==> config.mk <==
export PLATFORM = sky130hd
export DESIGN_NAME = led_pattern_decoder
export DESIGN_NICKNAME = d
export VERILOG_FILES = /design/src/rtl/led_pattern_decoder.sv
export SDC_FILE = /design/constraint.sdc
export NUM_CORES = 1
export LEC_CHECK = 0
export ABC_AREA = 1
export CORE_ASPECT_RATIO = 1.5
export CORE_MARGIN = 1.5
export CORE_UTILIZATION = 54
export DETAILED_ROUTE_END_ITERATION = 8
export HOLD_SLACK_MARGIN = 0.08
export PLACE_DENSITY = 0.77
export REMOVE_ABC_BUFFERS = 1
export SKIP_LAST_GASP = 1
export SYNTH_ARGS = -nofsm -noshare
export SYNTH_HDL_FRONTEND = slang
export SYNTH_SLANG_ARGS = --single-unit
==> constraint.sdc <==
create_clock -name clk -period 4.3 [get_ports clk]
set_input_delay 1.075 -clock clk [delete_from_list [all_inputs] [get_ports clk]]
set_output_delay 1.075 -clock clk [all_outputs]
set_load 0.1 [all_outputs]
==> src/rtl/led_pattern_decoder.sv <==
// Receiver for the rotating holiday-lights LED bus: decodes run length and head position, counts rotation steps, checks step timing.
// Optional build macro ERR_CLEAR_EN adds an err_clr input that clears the sticky error flags.
module led_pattern_decoder #(
    parameter int unsigned STEP_PERIOD = 100_000_000,
    parameter int unsigned TOL         = 16
) (
    input  logic        clk,
    input  logic        rst,
`ifdef ERR_CLEAR_EN
    input  logic        err_clr,
`endif
    input  logic [15:0] led_in,
    output logic [2:0]  code_out,
    output logic        code_valid,
    output logic [3:0]  pos_out,
    output logic        step_pulse,
    output logic        reload_pulse,
    output logic [15:0] step_count,
    output logic        running,
    output logic        pattern_err,
    output logic        timing_err
);

    // Acceptance window for the step interval; upper bound saturates, lower bound never drops below 1.
    localparam logic [32:0] HI_SUM = 33'(STEP_PERIOD) + 33'(TOL);
    localparam logic [31:0] HI_LIM = HI_SUM[32] ? 32'hFFFF_FFFF : HI_SUM[31:0];
    localparam logic [31:0] LO_LIM = (TOL >= STEP_PERIOD) ? 32'd1 : 32'(STEP_PERIOD - TOL);

    function automatic logic [15:0] rotl1(input logic [15:0] v);
        return {v[14:0], v[15]};
    endfunction

    function automatic logic [4:0] popcnt16(input logic [15:0] v);
        logic [4:0] n;
        n = 5'd0;
        for (int i = 0; i < 16; i++) begin
            n = n + {4'd0, v[i]};
        end
        return n;
    endfunction

    // A bit is a run head when it is set and its circular lower neighbour is clear.
    function automatic logic [15:0] heads16(input logic [15:0] v);
        return v & ~rotl1(v);
    endfunction

    function automatic logic is_legal(input logic [15:0] v);
        logic [4:0] ones;
        ones = popcnt16(v);
        return (popcnt16(heads16(v)) == 5'd1) && (ones >= 5'd1) && (ones <= 5'd8);
    endfunction

    function automatic logic [3:0] head_pos(input logic [15:0] v);
        logic [15:0] h;
        logic [3:0]  p;
        h = heads16(v);
        p = 4'd0;
        for (int i = 0; i < 16; i++) begin
            if (h[i]) begin
                p = 4'(i);
            end
        end
        return p;
    endfunction

    logic [15:0] led_q, led_d;
    logic [15:0] led_prev_q, led_prev_d;
    logic [31:0] ival_q, ival_d;
    logic [2:0]  code_q, code_d;
    logic        valid_q, valid_d;
    logic [3:0]  pos_q, pos_d;
    logic        step_q, step_d;
    logic        reload_q, reload_d;
    logic [15:0] scount_q, scount_d;
    logic        run_q, run_d;
    logic        perr_q, perr_d;
    logic        terr_q, terr_d;

    logic        cur_legal;
    logic        prev_legal;
    logic [3:0]  cur_pos;
    logic [2:0]  cur_code;
    logic        is_rot;
    logic        clr_req;

    assign cur_legal  = is_legal(led_q);
    assign prev_legal = is_legal(led_prev_q);
    assign cur_pos    = head_pos(led_q);
    assign cur_code   = 3'(popcnt16(led_q) - 5'd1);
    assign is_rot     = (led_q == rotl1(led_prev_q));

`ifdef ERR_CLEAR_EN
    assign clr_req = err_clr;
`else
    assign clr_req = 1'b0;
`endif

    always_comb begin
        led_d      = led_in;
        led_prev_d = led_q;
        ival_d     = (ival_q == 32'hFFFF_FFFF) ? ival_q : ival_q + 32'd1;
        code_d     = code_q;
        valid_d    = valid_q;
        pos_d      = pos_q;
        step_d     = 1'b0;
        reload_d   = 1'b0;
        scount_d   = scount_q;
        run_d      = run_q;
        // Clear is applied first so an error detected in the same cycle overrides it.
        perr_d     = clr_req ? 1'b0 : perr_q;
        terr_d     = clr_req ? 1'b0 : terr_q;

        if (led_q != led_prev_q) begin
            ival_d = 32'd1;
            if (!cur_legal) begin
                perr_d  = 1'b1;
                valid_d = 1'b0;
                run_d   = 1'b0;
            end else if (is_rot && prev_legal && valid_q) begin
                step_d   = 1'b1;
                scount_d = scount_q + 16'd1;
                pos_d    = cur_pos;
                if (run_q && ((ival_q < LO_LIM) || (ival_q > HI_LIM))) begin
                    terr_d = 1'b1;
                end
                run_d    = 1'b1;
            end else begin
                reload_d = 1'b1;
                code_d   = cur_code;
                pos_d    = cur_pos;
                valid_d  = 1'b1;
                scount_d = 16'd0;
                run_d    = 1'b0;
            end
        end
    end

    always_ff @(posedge clk) begin
        if (rst) begin
            led_q      <= 16'd0;
            led_prev_q <= 16'd0;
            ival_q     <= 32'd0;
            code_q     <= 3'd0;
            valid_q    <= 1'b0;
            pos_q      <= 4'd0;
            step_q     <= 1'b0;
            reload_q   <= 1'b0;
            scount_q   <= 16'd0;
            run_q      <= 1'b0;
            perr_q     <= 1'b0;
            terr_q     <= 1'b0;
        end else begin
            led_q      <= led_d;
            led_prev_q <= led_prev_d;
            ival_q     <= ival_d;
            code_q     <= code_d;
            valid_q    <= valid_d;
            pos_q      <= pos_d;
            step_q     <= step_d;
            reload_q   <= reload_d;
            scount_q   <= scount_d;
            run_q      <= run_d;
            perr_q     <= perr_d;
            terr_q     <= terr_d;
        end
    end

    assign code_out     = code_q;
    assign code_valid   = valid_q;
    assign pos_out      = pos_q;
    assign step_pulse   = step_q;
    assign reload_pulse = reload_q;
    assign step_count   = scount_q;
    assign running      = run_q;
    assign pattern_err  = perr_q;
    assign timing_err   = terr_q;

endmodule

==> reports/qor_table.md <==
| Quantity | This run | Unit |
|:---|:---|:---|
| Total wire length | 17600 | um |
| Clock transition at path regs | 0.07 | ns |
| Final number of max-transition violations | 0 | - |
| Met2 GRT Util | 55.3 | % |
| DIE AREA | 12500 | sq um |
| Post-layout power | 3.47 | mW |
| Area of the core region | 11500 | sq um |
| Worst reg2reg setup slack | -0.38 | ns |
| Maximum level of the CTS H-tree | 3 | - |
| Arr. time, crit path | 4.93 | ns |
| Relative slew slack | 31.9 | % |
| Mean cell area of the mapped netlist | 7.13 | sq um |
| Met1 Use GR | 29.2 | % |
| Highest cell delay on the worst timing path | 0.52 | ns |
| All-Layer GR Usage | 29.1 | % |
| Vertical die dimension | 136 | um |
| Largest net degree at the start of global routing | 49 | - |
| Crit Path Class | flop to flop | - |
| CP Data Required Time | 4.55 | ns |
| Final Hold Viols | 0 | - |
| Vias in the first global route | 6257 | - |
| Run status | finished with violations | - |
| Place WS | -0.410 | ns |
| Leading area contributor after synthesis | sky130_fd_sc_hd__dfxtp_1 | - |
| Count of flip-flops with a built-in enable after synthesis | 0 | - |
| Last weighted congestion value of the routability-driven placer | 0.966 | - |
| Slowest cell on the critical path | sky130_fd_sc_hd__fa_1 | - |
| Growth of design area from synthesis to finish | 31.1 | % |
| Category of cells accounting for the largest share of critical-path delay | adder cells | - |
| Effective utilization at floorplan | 55.5 | % |
| Most common library cells after synthesis | sky130_fd_sc_hd__inv_1, sky130_fd_sc_hd__nand2_1, sky130_fd_sc_hd__nor2_1 | - |
| Iteration count of the initial detailed-routing pass | 6 | - |
| Violations in the final reports | setup timing | - |
| Highest clock rate | 214 | MHz |
| Count of unresolved DRC violations after routing | 0 | - |
| Type of the tightest min-delay check | flop to flop | - |
| Wire length of the first global-routing pass | 28300 | um |
| Number of CTS-inserted buffers | 9 | - |
| Cell with the most instances after synthesis | sky130_fd_sc_hd__inv_1 | - |
| Worst Skew | 0.00899 | ns |
| Setup Viol. Count Final | 29 | - |
| Final-layout setup total negative slack | -8.41 | ns |
| Clock root cell | sky130_fd_sc_hd__clkbuf_16 | - |
| Total placed instance area | 7510 | sq um |
| Buffers added on ports | 46 | - |
| Clock tree from TritonCTS | yes | - |
| N_diodes | 0 | - |
| Worst Hold Margin | 0.471 | ns |
| Asr flop ratio synth | 0 | % |
| Fraction of layout cells with a size suffix above 1 | 21.8 | % |
| Post-DP HPWL | 12700 | um |
| Type of element capturing the critical path | flop | - |
| Sequential share of the synthesized area | 29.3 | % |
| Aggregate global routing overflow | 0 | - |
| Most frequent cell on the critical path | sky130_fd_sc_hd__fa_1 | - |
| Final cycle utilization of the critical path | 109 | % |
| M3 GR Usage | 3.47 | % |
| Share of the synthesized area in the top cell type | 29.3 | % |
| Clock insertion delay at the later pin of the skew report | 0.35 | ns |
| Total number of clock tree sinks | 93 | - |
| Setup repair after global routing missed its margin | yes | - |
| Mapped Area | 6360 | sq um |
| Static leakage power | 3.79 | nW |
| Die Span X | 91.6 | um |
| Number of standard-cell rows in the floorplan | 48 | - |
| VDD IR-drop max | 300 | uV |
| Number of I/O pins | 47 | - |
| Avg Vias per Cell | 5.17 | - |
| Synth Instances | 892 | - |
| Highest fanout seen on the critical path | 6 | - |
| Actual slew at the worst max-slew pin | 1.02 | ns |
| Yosys warning total | 0 | - |
| Cell Count, Final, Fillers Out | 1204 | - |
| Crit-path cells | buf_4, fa_1, inv_1, fa_1, fa_1, fa_1, inv_1, ha_1, inv_2, fa_2, ha_2, nor2_1, nand4_1, nor2_4, nor2_4, nand2_4, inv_8, buf_6, nand2_2, nand2_2, nand2_2, nor2_2 | - |
| Max-cap violations | 0 | - |
| Util after Layout | 72.7 | % |
| Summed area of non-filler cells in the final layout | 8340 | sq um |
| Unique cell type count in the Yosys netlist | 41 | - |
| Net total in the final layout | 1135 | - |
| Startpoint type of the worst setup path | flop | - |
| Ranking of synthesized cells by area | sky130_fd_sc_hd__dfxtp_1, sky130_fd_sc_hd__fa_1, sky130_fd_sc_hd__inv_1 | - |
| Post-DRT Antenna Nets | 0 | - |
| Power per cell area | 416 | nW/um^2 |
| Register bit count reported by yosys | 93 | - |
| Most instantiated flip-flop cell in the synthesis netlist | sky130_fd_sc_hd__dfxtp_1 | - |
| Minimum clock period | 4.68 | ns |
| Initial antenna violation count | 0 | - |
| Placed cell count | 1152 | - |
| Busiest grt layer | met2 | - |
| DR vias | 6222 | - |
| Number of buffers on the longest clock path | 2 | - |
| Routed length per placed instance | 14.6 | um |
| Worst Setup Slack, final | -0.380 | ns |
| Buffers & Inverters on Critical Path | 6 | - |
| Violation count after the first detailed-routing iteration | 258 | - |
[power breakdown]
group	leakage, nW	total (mW)	internal (mW)	switching [mW]
Sequential	0.761	0.948	0.911	0.0372
Combinational	2.88	1.68	0.682	1.00
Clock	0.146	0.836	0.462	0.374
[placed cells by master (no fill, tap or decap), types with 2 or more instances in the layout]
cell,count
sky130_fd_sc_hd__nor2_1,122
sky130_fd_sc_hd__a21oi_1,37
sky130_fd_sc_hd__o21ai_1,6
sky130_fd_sc_hd__nand4_1,23
sky130_fd_sc_hd__nor2_2,10
sky130_fd_sc_hd__inv_1,172
sky130_fd_sc_hd__nand3b_1,3
sky130_fd_sc_hd__fa_1,39
sky130_fd_sc_hd__clkbuf_16,9
sky130_fd_sc_hd__xnor2_1,8
sky130_fd_sc_hd__nor4_1,5
sky130_fd_sc_hd__nand4_2,2
sky130_fd_sc_hd__nor3_2,7
sky130_fd_sc_hd__nor2_4,9
sky130_fd_sc_hd__nand2_1,162
sky130_fd_sc_hd__o21ai_0,28
sky130_fd_sc_hd__nand3_2,12
sky130_fd_sc_hd__dfxtp_1,82
sky130_fd_sc_hd__nand3_1,24
sky130_fd_sc_hd__xor2_1,21
sky130_fd_sc_hd__a21oi_2,6
sky130_fd_sc_hd__inv_8,2
sky130_fd_sc_hd__nor3_1,13
sky130_fd_sc_hd__inv_6,3
sky130_fd_sc_hd__dfxtp_2,11
sky130_fd_sc_hd__nor3b_1,2
sky130_fd_sc_hd__ha_2,4
sky130_fd_sc_hd__nand2_4,3
sky130_fd_sc_hd__buf_6,5
sky130_fd_sc_hd__nand2_2,10
sky130_fd_sc_hd__ha_1,23
sky130_fd_sc_hd__clkdlybuf4s50_1,45
sky130_fd_sc_hd__buf_4,106
sky130_fd_sc_hd__inv_2,19
[final timing paths]
path | from | to | cells after the start
max | led_prev_d[7] | step_count[13] | 22
min | pattern_err | pattern_err | 2
max reg2reg | led_prev_d[7] | step_count[13] | 22
min reg2reg | pattern_err | pattern_err | 2
[what timing repair did]
| action | in CTS | in global routing |
|---|---|---|
| hold buffers | 0 | 0 |
| endpoints found under the setup margin | 29 | 29 |
| gates cloned | 1 | 0 |
| buffers inserted | 33 | 5 |
| resized for setup | 62 | 33 |
| pin swaps | 28 | 18 |
[tightest hold or removal path, cell delays in order, from the launching register on]
cell and delay [ns]:
sky130_fd_sc_hd__dfxtp_1 0.31, sky130_fd_sc_hd__inv_1 0.06, sky130_fd_sc_hd__a21oi_1 0.06
[flip-flops by register name, summed over array words and instances (netlist names)]
| signal | count |
|---|---|
| ival_q | 32 |
| reload_pulse | 1 |
| led_prev_q | 16 |
| pos_out | 4 |
| step_pulse | 1 |
| code_valid | 1 |
| step_count | 16 |
| running | 1 |
| timing_err | 1 |
| pattern_err | 1 |
| led_prev_d | 16 |
| code_out | 3 |
[routing by layer]
metal  vias to the layer above  wire length (um)  share of wire (%)
li1                       3054                 -                  -
met1                      2849              6380                 36
met2                       234              9590                 54
met3                        85               637                3.6
met4                         0              1020                5.8
met5                         -                 0                  0
[cell type report]
cell class | count | area [sq um]
well taps | 150 | 188
clock buffers | 10 | 229
inverters | 192 | 728
flip-flops and latches | 93 | 1880
repair buffers | 158 | 1330
fillers | 889 | 3130
repair inverters | 1 | 6.26
multi-input cells | 594 | 3910
clock inverters | 6 | 75.1
[cell families after synthesis]
family,share of synthesized area (%)
adders and majority gates,18.1
and+or+nand+nor,28.9
DFF,29.3
buffers and inverters,12.7
xor gates and xnor gates,3.99
AOI/OAI and AO/OA,7.10
Power figures use the tool's default switching activity.
